<file path="config.mk">
export PLATFORM = sky130hd
export DESIGN_NAME = sm_result_display
export DESIGN_NICKNAME = d
export VERILOG_FILES = /design/src/rtl/sm_result_display.sv
export SDC_FILE = /design/constraint.sdc
export NUM_CORES = 1
export LEC_CHECK = 0
export ABC_CLOCK_PERIOD_IN_PS = 2700
export CAP_MARGIN = 20
export CORE_MARGIN = 5
export CORE_UTILIZATION = 45
export DETAILED_ROUTE_END_ITERATION = 12
export GPL_TIMING_DRIVEN = 0
export PLACE_DENSITY = 0.67
export SLEW_MARGIN = 20
export SYNTH_ARGS = -nofsm -noshare
export SYNTH_HDL_FRONTEND = slang
export SYNTH_SLANG_ARGS = --single-unit
</file>
<file path="constraint.sdc">
create_clock -name clk -period 2.7 [get_ports clk]
set_input_delay 0.54 -clock clk [delete_from_list [all_inputs] [get_ports clk]]
set_output_delay 0.54 -clock clk [all_outputs]
set_load 0.01 [all_outputs]
</file>
<file path="src/rtl/sm_result_display.sv">
// Registered display stage for the 3-bit sign-magnitude adder: captures result/overflow,
// keeps a BCD overflow count and scans four active-low common-anode 7-segment digits.
module sm_result_display #(
  parameter int REFRESH_DIV = 4
) (
  input  logic       clk,
  input  logic       rst,
  input  logic [2:0] o,
  input  logic       flag,
  input  logic       valid,
  output logic [3:0] an,
  output logic [6:0] seg
);

  localparam int DIV_W = $clog2(REFRESH_DIV);
  localparam logic [DIV_W-1:0] DIV_MAX = DIV_W'(REFRESH_DIV - 1);

  // Digit index doubles as the scan state.
  localparam logic [1:0] DIG0 = 2'd0;
  localparam logic [1:0] DIG1 = 2'd1;
  localparam logic [1:0] DIG2 = 2'd2;
  localparam logic [1:0] DIG3 = 2'd3;

  localparam logic [6:0] SEG_DASH  = 7'b0111111;
  localparam logic [6:0] SEG_E     = 7'b0000110;
  localparam logic [6:0] SEG_BLANK = 7'b1111111;

  logic [2:0]       res_q;
  logic             ovf_q;
  logic [3:0]       cnt_q;
  logic [DIV_W-1:0] div_q;
  logic [1:0]       idx_q;
  logic [6:0]       digit_seg;

  function automatic logic [6:0] bcd_seg(input logic [3:0] d);
    case (d)
      4'd0:    bcd_seg = 7'b1000000;
      4'd1:    bcd_seg = 7'b1111001;
      4'd2:    bcd_seg = 7'b0100100;
      4'd3:    bcd_seg = 7'b0110000;
      4'd4:    bcd_seg = 7'b0011001;
      4'd5:    bcd_seg = 7'b0010010;
      4'd6:    bcd_seg = 7'b0000010;
      4'd7:    bcd_seg = 7'b1111000;
      4'd8:    bcd_seg = 7'b0000000;
      4'd9:    bcd_seg = 7'b0010000;
      default: bcd_seg = SEG_BLANK;
    endcase
  endfunction

  // NOTE: every output of a combinational block gets a default first so no latch is inferred.
  always_comb begin
    digit_seg = SEG_BLANK;
    case (idx_q)
      DIG0: digit_seg = bcd_seg({2'b00, res_q[1:0]});
      // Negative zero is shown without a sign.
      DIG1: digit_seg = (res_q[2] && (res_q[1:0] != 2'b00)) ? SEG_DASH : SEG_BLANK;
      DIG2: digit_seg = ovf_q ? SEG_E : SEG_BLANK;
      DIG3: digit_seg = bcd_seg(cnt_q);
    endcase
  end

  // NOTE: sequential state uses non-blocking assignments so every register samples pre-edge values.
  always_ff @(posedge clk) begin
    if (rst) begin
      res_q <= 3'b000;
      ovf_q <= 1'b0;
      cnt_q <= 4'd0;
      div_q <= '0;
      idx_q <= DIG0;
      an    <= 4'b1111;
      seg   <= SEG_BLANK;
    end else begin
      if (valid) begin
        res_q <= o;
        ovf_q <= flag;
        if (flag) cnt_q <= (cnt_q == 4'd9) ? 4'd0 : cnt_q + 4'd1;
      end

      if (div_q == DIV_MAX) begin
        div_q <= '0;
        idx_q <= idx_q + 2'd1;
      end else begin
        div_q <= div_q + DIV_W'(1);
      end

      // Slot position 0 is the anti-ghosting blank; it precedes every digit change.
      if (div_q == '0) begin
        an  <= 4'b1111;
        seg <= SEG_BLANK;
      end else begin
        an  <= ~(4'b0001 << idx_q);
        seg <= digit_seg;
      end
    end
  end

endmodule

</file>
Yosys cells after proc, flatten, opt, wreduce, memory -nomap -nowiden:

Memories as Yosys holds them, arrays and structs flattened. A register that Yosys moved wholly into a read port is not among the register bits.
Index checks and enable logic that the tools add are counted.

* register bits: 23
* memory bits (read-only): 112
* input port bits: 7
* output and inout port bits: 11
* word-level logic and storage cells: 36
* memories: 1

Memory list
* (name not given): depth 16, width 7, rd ports 1, clocked after Yosys merged registers in 1, write ports 0, RTL line 36 `case (d)`

* add/subtract/negate cells: 3
* equal/unequal tests: 8
* shifts and indexed selects: 1
* mux-type cells: 7
* bitwise logic cells: 1
* reduce and logical (&&, ||, !) cells: 8

Operator list (number)
* $pmux 7 s4: 2
* $mux 7: 2
* $mux 4: 3
* $eq 2x2->1 const B: 5
* $logic_not 2->1: 3
* $add 2x1->2 const B: 2
* $add 4x1->4 const B: 1
* $eq 2x1->1 const B: 2
* $eq 4x4->1 const B: 1
* $not 4->4: 1
* $reduce_or 2->1: 2
* $shl 1x2->4 const A: 1
* $reduce_and 2->1: 1
* $reduce_bool 2->1: 1
* $logic_and 1x1->1: 1

Depth between registers and ports, before layout:

* depth in word-level cells: 4
* mapped depth: 11
* mapped depth without buffers: 10

Worst setup path after synthesis:

Ideal clock, no wire load.

* path kind: input to register
* start: in valid
* end: reg (tool-made name)
* setup time: 0.115 ns
* data arrival time: 1.986 ns
* slack: 0.600 ns
* cell stages on the path: 10
* cell sequence: buf_6 nand2_4 nor3_1 or2_2 buf_2 nor2_1 inv_1 ha_1 a21oi_1 o21a_1

RTL lines
* start, declared: RTL line 10 `input logic valid,`

==> metrics.md <==
| Metric | Value |
|---|---|
| P_leak | 0.000663 uW |
| Starting Density | roughly 46% |
| Dominant cells by area after synthesis | dfxtp_1, ha_1, nor2_1, mux2i_1, o21ai_0 |
| Layout cells sized above 1 | 9.64% |
| Die height | 65.0 microns |
| Share of the synthesized area in the top cell type | 44.1% |
| Via count | 1033 |
| P per Cell Area | 555 nW/um^2 |
| DR iter-0 viols | 59 |
| Global route total overflow | 0 |
| Clock transition at path regs | roughly 0.080 ns |
| Worst hold path startpoint | div_q[0] |
| Slew Viols, Final | 0 |
| RSZ-0062 raised after global routing | no |
| Vias/cell | just over 5 |
| Peak supply drop | 340 uV |
| Max Buffers Root-to-Sink | 2 |
| Std-Cell Rows | 20 |
| Clock Power Share | 30.4% |
| Core area | 2980 sq um |
| Arrival time worst endpoint | 2.54 ns |
| Commonest cells after routing, fill and taps aside | dfxtp_1, clkdlybuf4s50_1, nor2_1, ha_1, nand2_1 |
| Routability cong. | roughly 0.83 |
| R2r setup slk | 0.58 ns |
| WP data required | 2.92 ns |
| Combinational power share | 15.3% |
| PortBufs | 16 |
| Status | finished clean |
| Seq pwr share | 54.3% |
| Yosys top cell by area | dfxtp_1 |
| Diode count | 0 |
| Skew final | 0.00853 ns |
| Vias in the first global route | 1021 |
| Synth cell types | 36 |
| Routed wire length per instance | 12.2 microns |
| DRT Pass-1 Iters | 4 |
| Synth Net Count | between 150 and 200 |
| Gates resized, CTS repair | 0 |
| CTS buffer count | 5 |
| Sink Count | 30 |
| Final hold slack | about 0.46 ns |
| Synthesis Warnings | 0 |
| Die ar. | around 4200 sq um |
| Cts hold-fix bufs | 0 |
| Final hold vios | 0 |
| Sequential area share after synthesis | 44.1% |
| Clk Latency, worst-skew pair | 0.33 ns |
| Largest net degree at the start of global routing | 11 |
| DRT antenna net count | 0 |
| Post-Syn Area per Cell | 9.60 sq um |
| R2R cell count | 11 |
| CP Capture Type | flop |
| Slew Limit Headroom | 58.9% |
| First-pass GRT wire length | 4290 microns |
| Worst Hold Path Cells | 1 |
| Seq cells post-synth | 30 |
| Detailed Place HPWL | 1890 microns |
| Top-Level Pins | 18 |
| Final setup vio count | 0 |
| Root buf cell | clkbuf_4 |
| Startpoint types | primary input |
| Int Pwr | about 670 uW |
| Nets | 186 |
| Crit Path Class | in2reg |
| Commonest non-fill, non-tap cell in the layout | dfxtp_1 |
| Post-CTS setup buffer count | 0 |
| Max-cap violations | 0 |
| CTS H-tree depth | 2 |
| Hold WC Path Type | reg2reg |
| Initial antenna violation count | 0 |
| Die X | 65.0 microns |
| Worst-Margin Slew | 0.614 ns |
| P&R area growth vs syn | 19.2% |
| Final wirelength | 2420 microns |
| FMAX | 431 MHz |
| WHS Endpoint | div_q[0] |
| Reg2reg start | cnt_q[1] |
| Drt drc | 0 |
| CTS tree | yes |
| GRT Overall Usage | a little over an eighth |
| Sw frac | 25.6% |
| Synth Instances | ~140 |
| Sw Pwr | between 200 and 250 uW |
| Part of the cycle the worst path needs | 85.9% |
| Fin crit period | 2.32 ns |
| Max FO, Critical Path | 9 |
| Synthesized area | 1360 sq um |
| Setup TNS | 0 ns |
==> cell families (layout without fill, tap and decap cells) <==
kind of cell | Yosys count | count (layout) | share of synthesized area, %
buffers and inverters | 14 | 38 | 4.50
xor gates and xnor gates | 5 | 5 | 3.21
adders and majority gates | 14 | 14 | 12.9
AOI/OAI and AO/OA | 32 | 32 | 15.7
and+or+nand+nor | 41 | 41 | 15.2
DFF | 30 | 30 | 44.1
muxes | 6 | 6 | 4.50
==> layer usage <==
metal	wire (microns)	up-vias	GRT usage, %
li1	-	531	-
met1	1060	473	14.3
met2	1170	20	22.1
met3	103	9	4.68
met4	95	0	8.81
met5	0	-	0
==> synthesized netlist by cell type <==
library cell  count
a211oi_1          3
a21o_1            1
a21oi_1           6
a221o_1           1
a22o_1            1
a22oi_1           1
a2bb2oi_1         2
a311oi_1          1
buf_2             1
buf_6             1
clkbuf_1          3
dfxtp_1          30
ha_1             14
inv_1             9
mux2_2            1
mux2i_1           5
nand2_1          11
nand2_4           1
nand2b_1          1
nand3_1           1
nand3_2           1
nand3b_1          1
nor2_1           14
nor2_2            1
nor2b_1           2
nor3_1            3
nor3b_1           2
o211ai_1          2
o21a_1            2
o21ai_0          10
o221a_1           1
o32a_1            1
or2_2             2
or3_4             1
xnor2_1           3
xor2_1            2
==> area by class of cell <==
cell class | instances | area [sq um]
Buffer | 5 | 27.5
Clock buffer | 7 | 55.1
Clock inverter | 1 | 5.00
Fill cell | 269 | 1350
Inverter | 9 | 33.8
Multi-Input combinational cell | 98 | 701
Sequential cell | 30 | 601
Tap cell | 33 | 41.3
Timing Repair Buffer | 16 | 160
==> per-stage QoR <==
step / util (%) / instances / cell area (sq um) / setup slack, ns / total power (uW)
global route: 54.5 / 199 / 1620 / 0.265 / 959
detailed placement: 52.5 / 191 / 1560 / 0.0566 / 639
floorplan: - / 142 / 1360 / 0.600 / 581
finish: 54.5 / 199 / 1620 / 0.381 / 901
global placement: 52.5 / 191 / 1560 / 0.0835 / 633
CTS: 54.5 / 199 / 1620 / 0.397 / 910
==> power groups by stage <==
stage / Sequential (uW) / Clock, uW / Combinational (uW)
finish: 489 / 274 / 138
global route: 495 / 309 / 156
CTS: 490 / 281 / 139
detailed placement: 501 / 0 / 138
global placement: 499 / 0 / 134
floorplan: 505 / 0 / 76.8
==> critical path: stages <==
cell and delay [ns]:
clkdlybuf4s50_1 0.48, nand2_4 0.14, nor3_1 0.06, or2_2 0.27, buf_2 0.18, nor2_1 0.19
inv_1 0.11, ha_1 0.31, a21oi_1 0.07, o21a_1 0.21
==> worst max-delay path by stage <==
stage / from / end / slack, ns
floorplan: valid / flop / 0.60
global placement: flag / flop / 0.08
detailed placement: flag / flop / 0.06
CTS: flag / flop / 0.40
global route: flag / flop / 0.26
finish: flag / flop / 0.38
Power figures use the tool's default switching activity.
